`src/rtl/rr_mux_nx1.sv`:
```
// N-to-1 round-robin stream mux with a single registered output slot and valid/ready on both sides.
// Define MUX_LOCK_EN to add in_last and keep the grant on one channel for a whole packet.
module rr_mux_nx1 #(
    parameter int N  = 4,
    parameter int W  = 8,
    parameter int SW = $clog2(N)
) (
    input  logic           clk,
    input  logic           rst_n,
    input  logic [N-1:0]   in_valid,
    input  logic [N*W-1:0] in_data,
    output logic [N-1:0]   in_ready,
`ifdef MUX_LOCK_EN
    input  logic [N-1:0]   in_last,
`endif
    output logic           out_valid,
    output logic [W-1:0]   out_data,
    output logic [SW-1:0]  out_sel,
    input  logic           out_ready
);

    logic [N-1:0][W-1:0] data_v;
    assign data_v = in_data;

    logic          out_valid_q, out_valid_d;
    logic [W-1:0]  out_data_q,  out_data_d;
    logic [SW-1:0] out_sel_q,   out_sel_d;
    logic [SW-1:0] ptr_q,       ptr_d;

    logic          space;
    logic          xfer;
    logic [N-1:0]  req;
    logic          gnt_found;
    logic          hi_found;
    logic [SW-1:0] hi_idx;
    logic [SW-1:0] lo_idx;
    logic [SW-1:0] gnt_idx;

    assign space = !out_valid_q || out_ready;

`ifdef MUX_LOCK_EN
    typedef enum logic {IDLE, LOCK} lock_state_e;
    lock_state_e   state_q;
    logic [SW-1:0] lock_idx_q;

    // While locked, every channel but the packet owner is masked out.
    always_comb begin
        req = in_valid;
        if (state_q == LOCK) begin
            for (int i = 0; i < N; i++) begin
                req[i] = in_valid[i] && (SW'(i) == lock_idx_q);
            end
        end
    end
`else
    assign req = in_valid;
`endif

    // Two-pass priority: lowest requester above ptr wins, else lowest requester overall.
    always_comb begin
        hi_found  = 1'b0;
        hi_idx    = '0;
        gnt_found = 1'b0;
        lo_idx    = '0;
        for (int i = N - 1; i >= 0; i--) begin
            if (req[i]) begin
                gnt_found = 1'b1;
                lo_idx    = SW'(i);
                if (SW'(i) > ptr_q) begin
                    hi_found = 1'b1;
                    hi_idx   = SW'(i);
                end
            end
        end
        gnt_idx = hi_found ? hi_idx : lo_idx;
    end

    assign xfer = space && gnt_found;

    for (genvar i = 0; i < N; i++) begin : g_rdy
        assign in_ready[i] = rst_n && xfer && (gnt_idx == SW'(i));
    end

    always_comb begin
        out_valid_d = out_valid_q;
        out_data_d  = out_data_q;
        out_sel_d   = out_sel_q;
        ptr_d       = ptr_q;
        if (xfer) begin
            out_valid_d = 1'b1;
            out_data_d  = data_v[gnt_idx];
            out_sel_d   = gnt_idx;
            ptr_d       = gnt_idx;
        end else if (out_ready) begin
            out_valid_d = 1'b0;
        end
    end

    always_ff @(posedge clk or negedge rst_n) begin
        if (!rst_n) begin
            out_valid_q <= 1'b0;
            out_data_q  <= '0;
            out_sel_q   <= '0;
            ptr_q       <= SW'(N - 1);
`ifdef MUX_LOCK_EN
            state_q     <= IDLE;
            lock_idx_q  <= '0;
`endif
        end else begin
            out_valid_q <= out_valid_d;
            out_data_q  <= out_data_d;
            out_sel_q   <= out_sel_d;
            ptr_q       <= ptr_d;
`ifdef MUX_LOCK_EN
            if (xfer) begin
                case (state_q)
                    IDLE: if (!in_last[gnt_idx]) begin
                        state_q    <= LOCK;
                        lock_idx_q <= gnt_idx;
                    end
                    LOCK: if (in_last[gnt_idx]) state_q <= IDLE;
                    default: state_q <= IDLE;
                endcase
            end
`endif
        end
    end

    assign out_valid = out_valid_q;
    assign out_data  = out_data_q;
    assign out_sel   = out_sel_q;

endmodule

```
`config.mk`:
```
export PLATFORM = sky130hd
export DESIGN_NAME = rr_mux_nx1
export DESIGN_NICKNAME = d
export VERILOG_FILES = /design/src/rtl/rr_mux_nx1.sv
export SDC_FILE = /design/constraint.sdc
export NUM_CORES = 1
export LEC_CHECK = 0
export ABC_AREA = 0
export CAP_MARGIN = 20
export CELL_PAD_IN_SITES_DETAIL_PLACEMENT = 0
export CELL_PAD_IN_SITES_GLOBAL_PLACEMENT = 1
export CORE_AREA = 10 10 69 71
export CTS_CLUSTER_DIAMETER = 80
export CTS_CLUSTER_SIZE = 20
export DETAILED_ROUTE_END_ITERATION = 8
export DIE_AREA = 0 0 79 81
export GPL_TIMING_DRIVEN = 0
export PLACE_DENSITY = 0.94
export REMOVE_ABC_BUFFERS = 1
export SLEW_MARGIN = 5
export SYNTH_ARGS = -nofsm -noshare
export SYNTH_HDL_FRONTEND = slang
export SYNTH_SLANG_ARGS = --single-unit
```
`constraint.sdc`:
```
create_clock -name clk -period 3.4 [get_ports clk]
set_clock_uncertainty 0.15 [all_clocks]
set_input_delay 0.68 -clock clk [delete_from_list [all_inputs] [get_ports clk]]
set_output_delay 0.68 -clock clk [all_outputs]
set_load 0.02 [all_outputs]
```
==> results.yml <==
logic_synthesis:
  synth-seq-area-share_pct: 35.4
  ys_warn_count: 0
  async_flop_share_pct: 100
  synth.distinct_cells: 26
  synth_top_family_by_area: "compound AO/OA/AOI/OAI gates"
  synth_compound_area_share_pct: 30.5
  synth_edf_count: 0
  synth_fa_ha_area_share_pct: 0
  synth_common_cells: "34 x nand3_1, 11 x dfrtp_1, 11 x o21ai_0, 10 x nor2_1, 8 x o211a_1"
  synth-simple-area-share_pct: 28.2
  synth_area_leaders: "dfrtp_1 30%, nand3_1 18%, o211a_1 8.6%"
  yosysMostFrequentCell: "nand3_1"
  muxShareOfSynthArea_pct: 0
  synth_top_area_cell: "dfrtp_1"
  netlist_area_sq_um: 927
  synthCells: 112
  synth_ff_type: "dfrtp_1"
  avgSynthCellArea_sq_um: 8.28
  ys_ff_latch: 13
  synth_xor_area_share_pct: 0
  synth_top_area_share_pct: 29.7
cts:
  cts.clk_slew.worst_paths_ps: 80
  tritoncts: "built"
  cts-root-buf: "clkbuf_4"
  cts_buffers: 3
  clock_latency_ps: 280
  clockBufferDepth: 2
  cts.sink_count: 13
  h-tree-depth: 1
timing:
  setup_ws_ps: 124
  fin_hold_ws_ps: 377
  fmax_mhz: 305
  finalMaxSlewViolations: 0
  tns_ps: 0
  finalCriticalPeriod_ps: 3280
  hold_viol_final: 0
  setup_violations: 0
  rsz0062_at_grt: "false"
  maxSlewHeadroom_pct: 54.8
  period_share_pct: 96.4
  worst_pin_slew_ps: 677
placement:
  portBuffers: 53
  post-place-ws_ps: -788
  dpl.hpwl_microns: 2650
  place_congestion: 0.721
  dpl_cell_area_sq_um: 1470
critical_path:
  arrival_ps: 2450
  critPathLaunchType: "input pin"
  cp.required_ps: 2570
  crit_type: "input pin to output pin"
  critPathMaxFanout: 17
  worstSetupEndpointType: "output pin"
routing:
  avgViaCountPerCell: 5.17
  antenna_left: 0
  drc: 0
  avgRoutedWirePerCell_microns: 16.8
  postRouteWirelength_microns: 3650
  via_count: 1121
  drt-initial-drc-count: 51
  drt-pass1-iter-count: 4
layout:
  area_delta_synth_final_pct: 69.8
  n_antenna_cell: 0
  fin_nets: 209
  final_layout_size_suffix_gt1_share_pct: 11.2
  fillerInstances: 354
  final_area_sq_um: 1570
power:
  p_per_area_nw_per_um2: 443
  ir_worst_vdd_v: 0.000285
  total_leakage_power_nw: 0.661
  p_total_mw: 0.697
global_routing:
  grt_start_max_net_pins: 18
  grt_overflow: 0
  grt_pass1_vias: 1220
  grt_pass1_wl_microns: 6000
  antenna_found_initial: 0
  globalRouteTotalUtil_pct: 11.5
flow_run:
  drv_cap: 0
die:
  io_pins: 54
  std_cell_rows: 22
  core_area_sq_um: 3520
  initial_core_util_pct: 26.3
  die_x_microns: 79
  dieHeight_microns: 81
  die_area_sq_um: 6400
min_path:
  hp-class: "register to register"
run_status:
  status: "completed"
logic make-up (layout without fill, tap and decap cells):
group                  Yosys count  in the layout
AND/OR/NAND/NOR                 53             53
AO/OA/AOI/OAI                   38             38
flip-flops                      13             13
buffers and inverters            8             65
metal layers:
metal / wire [microns] / global-route usage, % / part of all wire (%)
met2: 1700 / 19.6 / 47
met4: 33 / 1.25 / 0.90
met3: 270 / 4.86 / 7.4
met1: 1640 / 13.7 / 45
met5: 0 / 0 / 0
through the flow:
step           cells  util (%)
6_report         217      44.7
5_1_grt          217      44.7
4_1_cts          217      44.6
3_5_place_dp     207      41.7
3_3_place_gp     207      41.7
2_1_floorplan    106         -
worst max-delay path: stages:
cell	delay [ps]
clkdlybuf4s50_1	540
and2b_1	280
o21a_4	290
nor2_1	230
nor2_1	90
dlygate4sd2_1	340
cell usage in the layout (no fill, tap or decap), types with 2 or more instances in the layout:
| cell type | instances |
|---|---|
| buf_4 | 6 |
| dfrtp_1 | 11 |
| nand2_1 | 4 |
| nor2_1 | 10 |
| inv_1 | 2 |
| o21ai_0 | 11 |
| and2b_1 | 2 |
| o211a_1 | 8 |
| a21o_1 | 2 |
| a21oi_1 | 2 |
| dlygate4sd2_1 | 5 |
| clkdlybuf4s50_1 | 47 |
| o21ai_1 | 5 |
| clkbuf_4 | 3 |
| nand3_1 | 34 |
| dfstp_2 | 2 |
what timing repair did:
action,CTS,global route
pin swaps,3,0
setup buffers,6,0
setup endpoints to repair,4,1
hold buffers,0,0
hold endpoints to repair,0,0
gates resized for setup,11,1
registers in the layout (all words and copies together), names as in the netlist:
signal	count
ptr_q	2
out_valid	1
out_sel	2
out_data	8
cell type report:
class,count,area (sq um),share of cell area [%]
clock buffer,4,26.3,1.67
inverter,2,7.51,0.477
multi-input combinational,91,581,36.9
sequential,13,328,20.8
tap,48,60.1,3.82
timing repair buffer,59,572,36.3
power breakdown:
group / total, mW / switching [mW] / internal [mW]
sequential: 0.228 / 0.0291 / 0.199
clock: 0.0994 / 0.0539 / 0.0455
combinational: 0.369 / 0.188 / 0.182
worst paths after layout:
kind | startpoint | end | slack, ps | cells after the start
worst max-delay path | in_valid[3] | in_ready[1] | 120 | 6
worst min-delay path | out_sel[1] | out_sel[1] | 380 | 1
worst max register to register | ptr_q[1] | out_data[6] | 1410 | 5
worst min register to register | out_sel[1] | out_sel[1] | 380 | 1
max in group asynchronous | rst_n | out_data[4] | 2280 | 1
min in group asynchronous | rst_n | out_data[1] | 390 | 1
Power figures use the tool's default switching activity.
